<file path="src/rtl/uart_rx_if.sv">
// uart_rx_if: serial input, read handshake and status outputs of the 8N1 UART receiver
interface uart_rx_if;
  logic       i_rx;
  logic       i_rd_ack;
  logic [7:0] o_data;
  logic       o_data_valid;
  logic       o_data_ready;
  logic       o_frame_err;
  logic       o_overrun;
  logic       o_busy;
  modport slave (
    input  i_rx, i_rd_ack,
    output o_data, o_data_valid, o_data_ready, o_frame_err, o_overrun, o_busy
  );
  modport master (
    output i_rx, i_rd_ack,
    input  o_data, o_data_valid, o_data_ready, o_frame_err, o_overrun, o_busy
  );
endinterface

</file>
<file path="src/rtl/uart_rx.sv">
// uart_rx: 8N1 UART receiver with mid-bit sampling, framing-error and overrun reporting
module uart_rx #(
  parameter int CLKS_PER_BIT = 10416
) (
  input logic      clk,
  input logic      rst,
  uart_rx_if.slave bus
);
  localparam int HALF_BIT = CLKS_PER_BIT / 2;
  localparam int CW = $clog2(CLKS_PER_BIT);
  localparam logic [CW-1:0] HALF_LAST = CW'(HALF_BIT - 1);
  localparam logic [CW-1:0] BIT_LAST = CW'(CLKS_PER_BIT - 1);
  typedef enum logic [2:0] {IDLE, START, DATA, STOP, BRK} state_t;
  state_t        r_state;
  logic [1:0]    r_sync;
  logic [CW-1:0] r_cnt;
  logic [2:0]    r_bit;
  logic [7:0]    r_shreg;
  logic [7:0]    r_data;
  logic          r_valid;
  logic          r_ready;
  logic          r_ferr;
  logic          r_ovr;
  logic          w_rx_s;
  logic          w_half;
  logic          w_full;
  assign w_rx_s = r_sync[1];
  assign w_half = r_cnt == HALF_LAST;
  assign w_full = r_cnt == BIT_LAST;
  assign bus.o_data       = r_data;
  assign bus.o_data_valid = r_valid;
  assign bus.o_data_ready = r_ready;
  assign bus.o_frame_err  = r_ferr;
  assign bus.o_overrun    = r_ovr;
  assign bus.o_busy       = r_state != IDLE;
  always_ff @(posedge clk or posedge rst) begin
    if (rst) begin
      r_state <= IDLE;
      r_sync  <= 2'b11;
      r_cnt   <= '0;
      r_bit   <= '0;
      r_shreg <= '0;
      r_data  <= '0;
      r_valid <= 1'b0;
      r_ready <= 1'b0;
      r_ferr  <= 1'b0;
      r_ovr   <= 1'b0;
    end else begin
      r_sync  <= {r_sync[0], bus.i_rx};
      r_cnt   <= r_cnt + CW'(1);
      r_valid <= 1'b0;
      r_ferr  <= 1'b0;
      if (bus.i_rd_ack) begin
        r_ready <= 1'b0;
        r_ovr   <= 1'b0;
      end
      case (r_state)
        IDLE: begin
          r_cnt <= '0;
          if (!w_rx_s) r_state <= START;
        end
        START: if (w_half) begin
          r_cnt   <= '0;
          r_bit   <= '0;
          r_state <= w_rx_s ? IDLE : DATA;
        end
        DATA: if (w_full) begin
          r_cnt   <= '0;
          r_shreg <= {w_rx_s, r_shreg[7:1]};
          r_bit   <= r_bit + 3'd1;
          if (r_bit == 3'd7) r_state <= STOP;
        end
        STOP: if (w_full) begin
          r_cnt <= '0;
          if (w_rx_s) begin
            r_data  <= r_shreg;
            r_valid <= 1'b1;
            r_ready <= 1'b1;
            if (r_ready && !bus.i_rd_ack) r_ovr <= 1'b1;
            r_state <= IDLE;
          end else begin
            r_ferr  <= 1'b1;
            r_state <= BRK;
          end
        end
        // a line held low after a bad stop bit must not look like a new start bit
        BRK: begin
          r_cnt <= '0;
          if (w_rx_s) r_state <= IDLE;
        end
        default: r_state <= IDLE;
      endcase
    end
  end
endmodule

</file>
<file path="src/flat_wrapper.sv">
// flat-port wrapper written by rule: the top's interface ports become plain ports
module uart_rx_flat 
#(
  parameter int CLKS_PER_BIT = 10416
)
  (clk, rst, bus_i_rx, bus_i_rd_ack, bus_o_data, bus_o_data_valid, bus_o_data_ready, bus_o_frame_err, bus_o_overrun, bus_o_busy);
  uart_rx_if bus_i ();
  input logic clk;
  input logic rst;
  input wire logic [$bits(bus_i.i_rx)-1:0] bus_i_rx;
  input wire logic [$bits(bus_i.i_rd_ack)-1:0] bus_i_rd_ack;
  output wire logic [$bits(bus_i.o_data)-1:0] bus_o_data;
  output wire logic [$bits(bus_i.o_data_valid)-1:0] bus_o_data_valid;
  output wire logic [$bits(bus_i.o_data_ready)-1:0] bus_o_data_ready;
  output wire logic [$bits(bus_i.o_frame_err)-1:0] bus_o_frame_err;
  output wire logic [$bits(bus_i.o_overrun)-1:0] bus_o_overrun;
  output wire logic [$bits(bus_i.o_busy)-1:0] bus_o_busy;
  assign bus_i.i_rx = bus_i_rx;
  assign bus_i.i_rd_ack = bus_i_rd_ack;
  assign bus_o_data = bus_i.o_data;
  assign bus_o_data_valid = bus_i.o_data_valid;
  assign bus_o_data_ready = bus_i.o_data_ready;
  assign bus_o_frame_err = bus_i.o_frame_err;
  assign bus_o_overrun = bus_i.o_overrun;
  assign bus_o_busy = bus_i.o_busy;
  uart_rx #(.CLKS_PER_BIT(CLKS_PER_BIT)) u_core (.clk(clk), .rst(rst), .bus(bus_i));
endmodule
</file>
<file path="config.mk">
export PLATFORM = sky130hd
export DESIGN_NAME = uart_rx_flat
export DESIGN_NICKNAME = d
export VERILOG_FILES = /design/src/rtl/uart_rx_if.sv /design/src/rtl/uart_rx.sv /design/src/flat_wrapper.sv
export SDC_FILE = /design/constraint.sdc
export NUM_CORES = 1
export LEC_CHECK = 0
export CORE_UTILIZATION = 51
export DETAILED_ROUTE_END_ITERATION = 10
export MAX_ROUTING_LAYER = met4
export PLACE_DENSITY = 0.74
export SYNTH_ARGS = -nofsm -noshare
export SYNTH_HDL_FRONTEND = slang
export SYNTH_SLANG_ARGS = --single-unit
export TNS_END_PERCENT = 20
</file>
<file path="constraint.sdc">
create_clock -name clk -period 2 [get_ports clk]
set_clock_uncertainty 0.15 [all_clocks]
set_input_delay 0.4 -clock clk [delete_from_list [all_inputs] [get_ports clk]]
set_output_delay 0.4 -clock clk [all_outputs]
set_load 0.02 [all_outputs]
</file>
==> results of run 1 <==
-- registers in the layout (all words and copies together) (netlist names) --
| register | cells |
|---|---|
| u_core.bus.o_data | 8 |
| u_core.bus.o_data_ready | 1 |
| u_core.bus.o_data_valid | 1 |
| u_core.bus.o_frame_err | 1 |
| u_core.bus.o_overrun | 1 |
| u_core.r_bit | 3 |
| u_core.r_cnt | 14 |
| u_core.r_shreg | 8 |
| u_core.r_state | 3 |
| u_core.r_sync | 2 |
-- what timing repair did --
action                     in CTS  in global routing
setup endpoints to repair       9                 23
resized for setup               2                  5
setup buffers                   0                  1
pin swaps                       0                  0
-- metal layers --
metal	global-route usage [%]	wire length [um]	vias to the layer above
met5	-	0	-
met4	6.52	29	0
met3	6.42	115	5
met2	35.2	1940	20
met1	25.3	1670	662
li1	-	-	649
-- area by class of cell --
class | count | area, um2 | share of cell area [%]
Multi-Input combinational cell | 109 | 928 | 37.0
Clock buffer | 6 | 72.6 | 2.89
Tap cell | 48 | 60.1 | 2.39
Sequential cell | 42 | 1050 | 42.0
Inverter | 2 | 7.51 | 0.299
Timing Repair Buffer | 39 | 352 | 14.0
Clock inverter | 2 | 37.5 | 1.49
-- worst min-delay path by stage --
stage	from	end	slack, ps	cells past startpoint
after floorplan	u_core.r_sync[0]$_DFF_PP1_	u_core.r_sync[1]$_DFF_PP1_	200	0
after global placement	u_core.r_sync[0]$_DFF_PP1_	u_core.r_sync[1]$_DFF_PP1_	200	0
after detailed placement	u_core.r_sync[0]$_DFF_PP1_	u_core.r_sync[1]$_DFF_PP1_	200	0
after CTS	u_core.r_sync[0]$_DFF_PP1_	u_core.r_sync[1]$_DFF_PP1_	210	0
after global routing	u_core.r_sync[0]$_DFF_PP1_	u_core.r_sync[1]$_DFF_PP1_	210	0
final	u_core.r_sync[0]$_DFF_PP1_	u_core.r_sync[1]$_DFF_PP1_	210	0
-- cell families (layout without fill, tap and decap cells) --
logic type / after synthesis / count (layout) / synth area share, %
flip-flops: 42 / 42 / 51.5
multiplexers: 18 / 18 / 11.4
XOR/XNOR: 10 / 10 / 4.28
adder cells (fa/ha/maj): 4 / 4 / 2.45
buffers and inverters: 9 / 49 / 3.73
AO/OA/AOI/OAI: 15 / 15 / 6.05
AND/OR/NAND/NOR: 62 / 62 / 20.7
-- cells in the mapped netlist, types with 3 or more instances --
master    n
mux2_4    8
and2_1    3
nand3_1   4
a21oi_1   4
nor4_1    3
nor2_2   10
mux2_1    9
dfrtp_1  40
nor2_1    7
ha_1      4
nor3_1    4
nand2_1   8
buf_6     4
nand4_1   3
xnor2_1   8
-- report_power, final --
group	switching [uW]	total [uW]	internal, uW
combinational	18.0	26.4	8.48
clock	275	647	372
sequential	2.11	854	852
-- metrics by stage --
step | instance area (um2) | hold slack [ps] | setup slack (ps) | std cells
after CTS | 2490 | 210 | 9.47 | 247
after floorplan | 2050 | 195 | 18.4 | 160
final | 2510 | 209 | 41.7 | 248
after detailed placement | 2380 | 198 | -59.8 | 239
after global routing | 2510 | 212 | -23.6 | 248
after global placement | 2380 | 197 | 22.9 | 239
==> reports/results.txt, run 1 <==
Status: completed
Cells after synthesis: 160
Initial antenna violation count: 0
CP endpoint kind: output pin
Worst Reg-to-Reg Cells: 5
Worst path bufs/invs: 1
Min cycle time layout: 1960 ps
Largest cells by area after synthesis: dfrtp_1 (49%), mux2_4 (5.9%), mux2_1 (5.0%)
Number of global-route vias before repair: 1385
GP Congestion: 0.881
CP startpoint: u_core.r_state[1]$_DFFE_PP0P_
Antenna Nets Post-Route: 0
Total power: 1530 uW
TritonCTS buffer count: 5
Largest net degree at the start of global routing: 26
Max Cap Violations: 0
Worst path depth: 2
Fillers: 284
Synth unique cells: 46
GRT Util Overall: 21.4%
Area Overhead vs Synth: 22.7%
Avg Inst Size Synth: 12.8 um2
Slew @ Worst Pin: 430 ps
Register clock-pin slew on the reported worst setup and hold paths: 80 ps
Yosys reg bits: 42
Initial Util: 54.7%
Commonest non-fill, non-tap cells in the layout: dfrtp_1 (39), buf_4 (20), clkdlybuf4s50_1 (15)
Antenna cells: 0
Critical Path RT: 1450 ps
I/O pins: 17
NumNets Final: 207
RSZ-0062 raised after global routing: true
Sequential area share after synthesis: 51.5%
Clock root buffer: clkbuf_8
Final setup TNS: 0 ps
Total number of yosys warnings: 0
Tcrit/Tclk final: 97.9%
Die area: 0.00427 mm2
Grt ovf: 0
Slew Viols, Final: 0
Post-synth top area cell: dfrtp_1
DR iter-0 viols: 59
Clock Latency Late Sink: 290 ps
TritonCTS Sinks: 42
Slowest-stage cell, CP: dfrtp_1
Port Buffers: 16
Share of cells above drive strength 1: 32.0%
Die X: 65.4 um
FF-to-FF setup slack: 60 ps
TritonCTS clock tree: built
Post-DR wirelength/cell: 15.1 um
Pre-antenna DRT Iters: 4
Num rows: 22
Worst reg2reg startpoint: u_core.r_cnt[10]$_DFF_PP0_
Worst vdd ir: 357 uV
Reg2reg end: u_core.r_shreg[7]$_DFFE_PP0P_
Synth top area share: 48.9%
Fin. Hold Viols: 0
Hold Crit Class: reg2reg
Critical-path maximum fanout: 7
WL final: 3.75 mm
Drt drc: 0
Finished Core Util: 67.1%
Syn Nets: 168
Post-synth EDFFs: 0
Slew HR: 71.1%
Commonest non-fill, non-tap cell in the layout: dfrtp_1
Post-Syn Area: 0.00205 mm2
CP arrival: 1410 ps
Fmax: 511 MHz
Leak Pwr: 0.00115 uW
Post-synth top flop: dfrtp_1
First-pass GRT wire length: 6.60 mm
Delay-heaviest family, CP: flip-flops
FFs w/ async S/R, synth: 100%
Critical path class: reg2out
Vias after detailed routing: 1336
H-tree depth: 2
Hold buffer count at CTS: 0
Placeable Area: 0.00374 mm2
Pwr/cell area: 608 mW/mm2
Worst-path cell chain: or3_1 -> dlygate4sd2_1
Setup crit end: bus_o_busy
Hpwl dp: 2.76 mm
Vias per cell: 5.39
Crit path largest cell delay: 440 ps
Max Root-Sink Buffers: 2
Final count of negative-setup-slack endpoints: 0
Crit start category: flip-flop
Die height: 65.4 um
(Power assumes the default switching activity.)
==> inputs of run 2 (changes only) <==
ABC_AREA = 1   (was not set)
CORE_UTILIZATION = 52   (was 51)
PLACE_DENSITY = 0.75   (was 0.74)
REMOVE_ABC_BUFFERS = 1   (was not set)
==> reports/results.txt, run 2 <==
Pwr/cell area: 563 mW/mm2 (-7.5%)
Synth top area share: 44.7% (-4.2 points)
Slew @ Worst Pin: 315 ps (-114 ps)
Initial antenna violation count: 0 (unchanged)
WL final: 4.04 mm (+7.6%)
Critical-path maximum fanout: 6 (-1)
Tcrit/Tclk final: 94.1% (-3.8 points)
Vias per cell: 4.98 (-7.6%)
Die area: 0.00457 mm2 (+7.1%)
Die height: 67.6 um (+3.5%)
Most flop-heavy register: u_core.r_cnt
Sequential area share after synthesis: 47.0% (-4.4 points)
Register clock-pin slew on the reported worst setup and hold paths: 80 ps (about the same)
Pre-antenna DRT Iters: 4 (unchanged)
Multi-input gate area in the final layout: 0.00102 mm2 (+9.4%)
Number of global-route vias before repair: 1549 (+12%)
Fillers: 357 (+26%)
Slew HR: 78.9% (+7.8 points)
Final count of negative-setup-slack endpoints: 0 (unchanged)
Post-synth EDFFs: 0 (unchanged)
Max Cap Violations: 0 (unchanged)
Total setup buffers inserted after CTS: 0 (unchanged)
Hpwl dp: 2.96 mm (+7.0%)
NumNets Final: 299 (+44%)
Drt drc: 0 (unchanged)
Count leader, synth: nand2_1
Min cycle time layout: 1880 ps (-75.8 ps)
Largest cells by area after synthesis: dfrtp_1 (45%), nand2_1 (13%), inv_1 (6.2%)
Sequential Area: 0.00105 mm2 (-0.12%)
Post-synth top area cell: dfrtp_1
I/O pins: 17 (unchanged)
Commonest non-fill, non-tap cells in the layout: nand2_1 (75), dfrtp_1 (40), inv_1 (37)
Clock Latency Late Sink: 300 ps (about the same)
Placeable Area: 0.00406 mm2 (+8.4%)
Worst Reg-to-Reg Cells: 6 (+1)
FFs w/ async S/R, synth: 100% (unchanged)
TritonCTS buffer count: 5 (unchanged)
Antenna Nets Post-Route: 0 (unchanged)
Worst vdd ir: 341 uV (-4.4%)
Hold Crit Class: reg2reg
Largest net degree at the start of global routing: 43 (+65%)
Final Non-Filler Cells: 342 (+38%)
RSZ-0062 raised after global routing: false
Total number of yosys warnings: 0 (unchanged)
Max Root-Sink Buffers: 2 (unchanged)
DR iter-0 viols: 71 (+20%)
Hold buffer count at CTS: 0 (unchanged)
Port Buffers: 16 (unchanged)
CP arrival: 1330 ps (-80 ps)
TritonCTS Sinks: 42 (unchanged)
Crit start category: flip-flop
Die X: 67.6 um (+3.5%)
Clock root buffer: clkbuf_8
Avg Inst Size Synth: 8.33 um2 (-35%)
Cells after synthesis: 269 (+68%)
Pre-CTS setup slack: 181 ps (+240 ps)
Initial Util: 55.2% (+0.52 points)
Share of cells above drive strength 1: 14.7% (-17 points)
Area Overhead vs Synth: 13.7%
TritonCTS clock tree: built
Post-DR wirelength/cell: 11.8 um (-22%)
Post-synth top flop: dfrtp_1
Synth unique cells: 30 (-35%)
Fmax: 531 MHz (+4.0%)
GP Congestion: 0.887 (+0.66%)
GRT Util Overall: 21.0% (-0.44 points)
Critical path class: reg2out
Slew Viols, Final: 0 (unchanged)
H-tree depth: 2 (unchanged)
Critical Path RT: 1450 ps (about the same)
PnR worst setup slack: 118 ps (+75.8 ps)
Total power: 1430 uW (-6.2%)
Yosys reg bits: 42 (unchanged)
Status: completed
Hold depth: 0 (unchanged)
Cell count after placement: 334 (+40%)
Fin. Hold Viols: 0 (unchanged)
Post-Syn Area: 0.00224 mm2 (+9.4%)
Leak Pwr: 0.00127 uW (+10%)
Commonest non-fill, non-tap cell in the layout: nand2_1
Antenna cells: 0 (unchanged)
First-pass GRT wire length: 6.78 mm (+2.7%)
Grt ovf: 0 (unchanged)
Vias after detailed routing: 1703 (+27%)
Max FFs per register: 14 (unchanged)
Final setup TNS: 0 ps (unchanged)
CP endpoint kind: output pin
Post-synth top cells: nand2_1 (75), dfrtp_1 (40), inv_1 (37), nor2_1 (37), nand3_1 (13)
Num rows: 23 (+4.5%)
==> run 2: through the flow <==
stage | utilization [%] | hold slack, ps | cell area [um2]
global placement | 60.5 | 196 | 2460
CTS | 62.8 | 210 | 2550
detailed placement | 60.5 | 198 | 2460
global route | 62.8 | 218 | 2550
finish | 62.8 | 210 | 2550
floorplan | - | 195 | 2210
==> run 2: cell families (layout without fill, tap and decap cells) <==
logic type	Yosys count	after routing	synth area share [%]
AOI/OAI and AO/OA	31	31	9.83
buffers and inverters	40	63	7.71
and+or+nand+nor	148	148	31.6
xor gates and xnor gates	4	4	1.56
DFF	42	42	47.0
adders and majority gates	4	4	2.23
==> run 2: power by group <==
| group | total (uW) | switching, uW | internal [uW] |
|---|---|---|---|
| clock | 549 | 304 | 245 |
| combinational | 29.7 | 19.8 | 9.98 |
| sequential | 855 | 2.47 | 852 |
| total | 1430 | 326 | 1110 |
==> run 2: critical path, cell delays in order, from the launching register on <==
cell and delay (ps):
dfrtp_1 450, nor2_2 210, nand2_1 60, dlygate4sd2_1 320
==> run 2: final timing paths <==
check	start	endpoint	slack (ps)
min reg2reg	u_core.r_sync[0]$_DFF_PP1_	u_core.r_sync[1]$_DFF_PP1_	210
max	u_core.r_state[1]$_DFFE_PP0P_	bus_o_busy	120
min in group asynchronous	rst	u_core.bus.o_data[0]$_DFFE_PP0P_	310
min	u_core.r_sync[0]$_DFF_PP1_	u_core.r_sync[1]$_DFF_PP1_	210
max in group asynchronous	rst	u_core.r_sync[1]$_DFF_PP1_	1130
max reg2reg	u_core.r_cnt[0]$_DFF_PP0_	u_core.bus.o_data[1]$_DFFE_PP0P_	240
==> run 2: cell type report <==
class                      instances  share of cell area [%]
sequential                        42                    41.4
multi-input combinational        187                    39.9
timing repair buffer              18                    7.32
inverter                          37                    5.45
clock buffer                       5                    2.70
tap                               50                    2.46
clock inverter                     3                   0.835
==> run 2: routing by layer <==
metal / vias to the layer above / track usage, % / routed length (um)
li1: 890 / - / -
met1: 771 / 26.7 / 1980
met2: 36 / 31.3 / 1840
met3: 6 / 6.08 / 159
met4: 0 / 7.98 / 49
met5: - / - / 0
==> run 2: repair_timing <==
action | 4_1_cts | 5_1_grt
hold endpoints to repair | 0 | 0
gates resized for setup | 2 | 0
endpoints found under the setup margin | 1 | 0
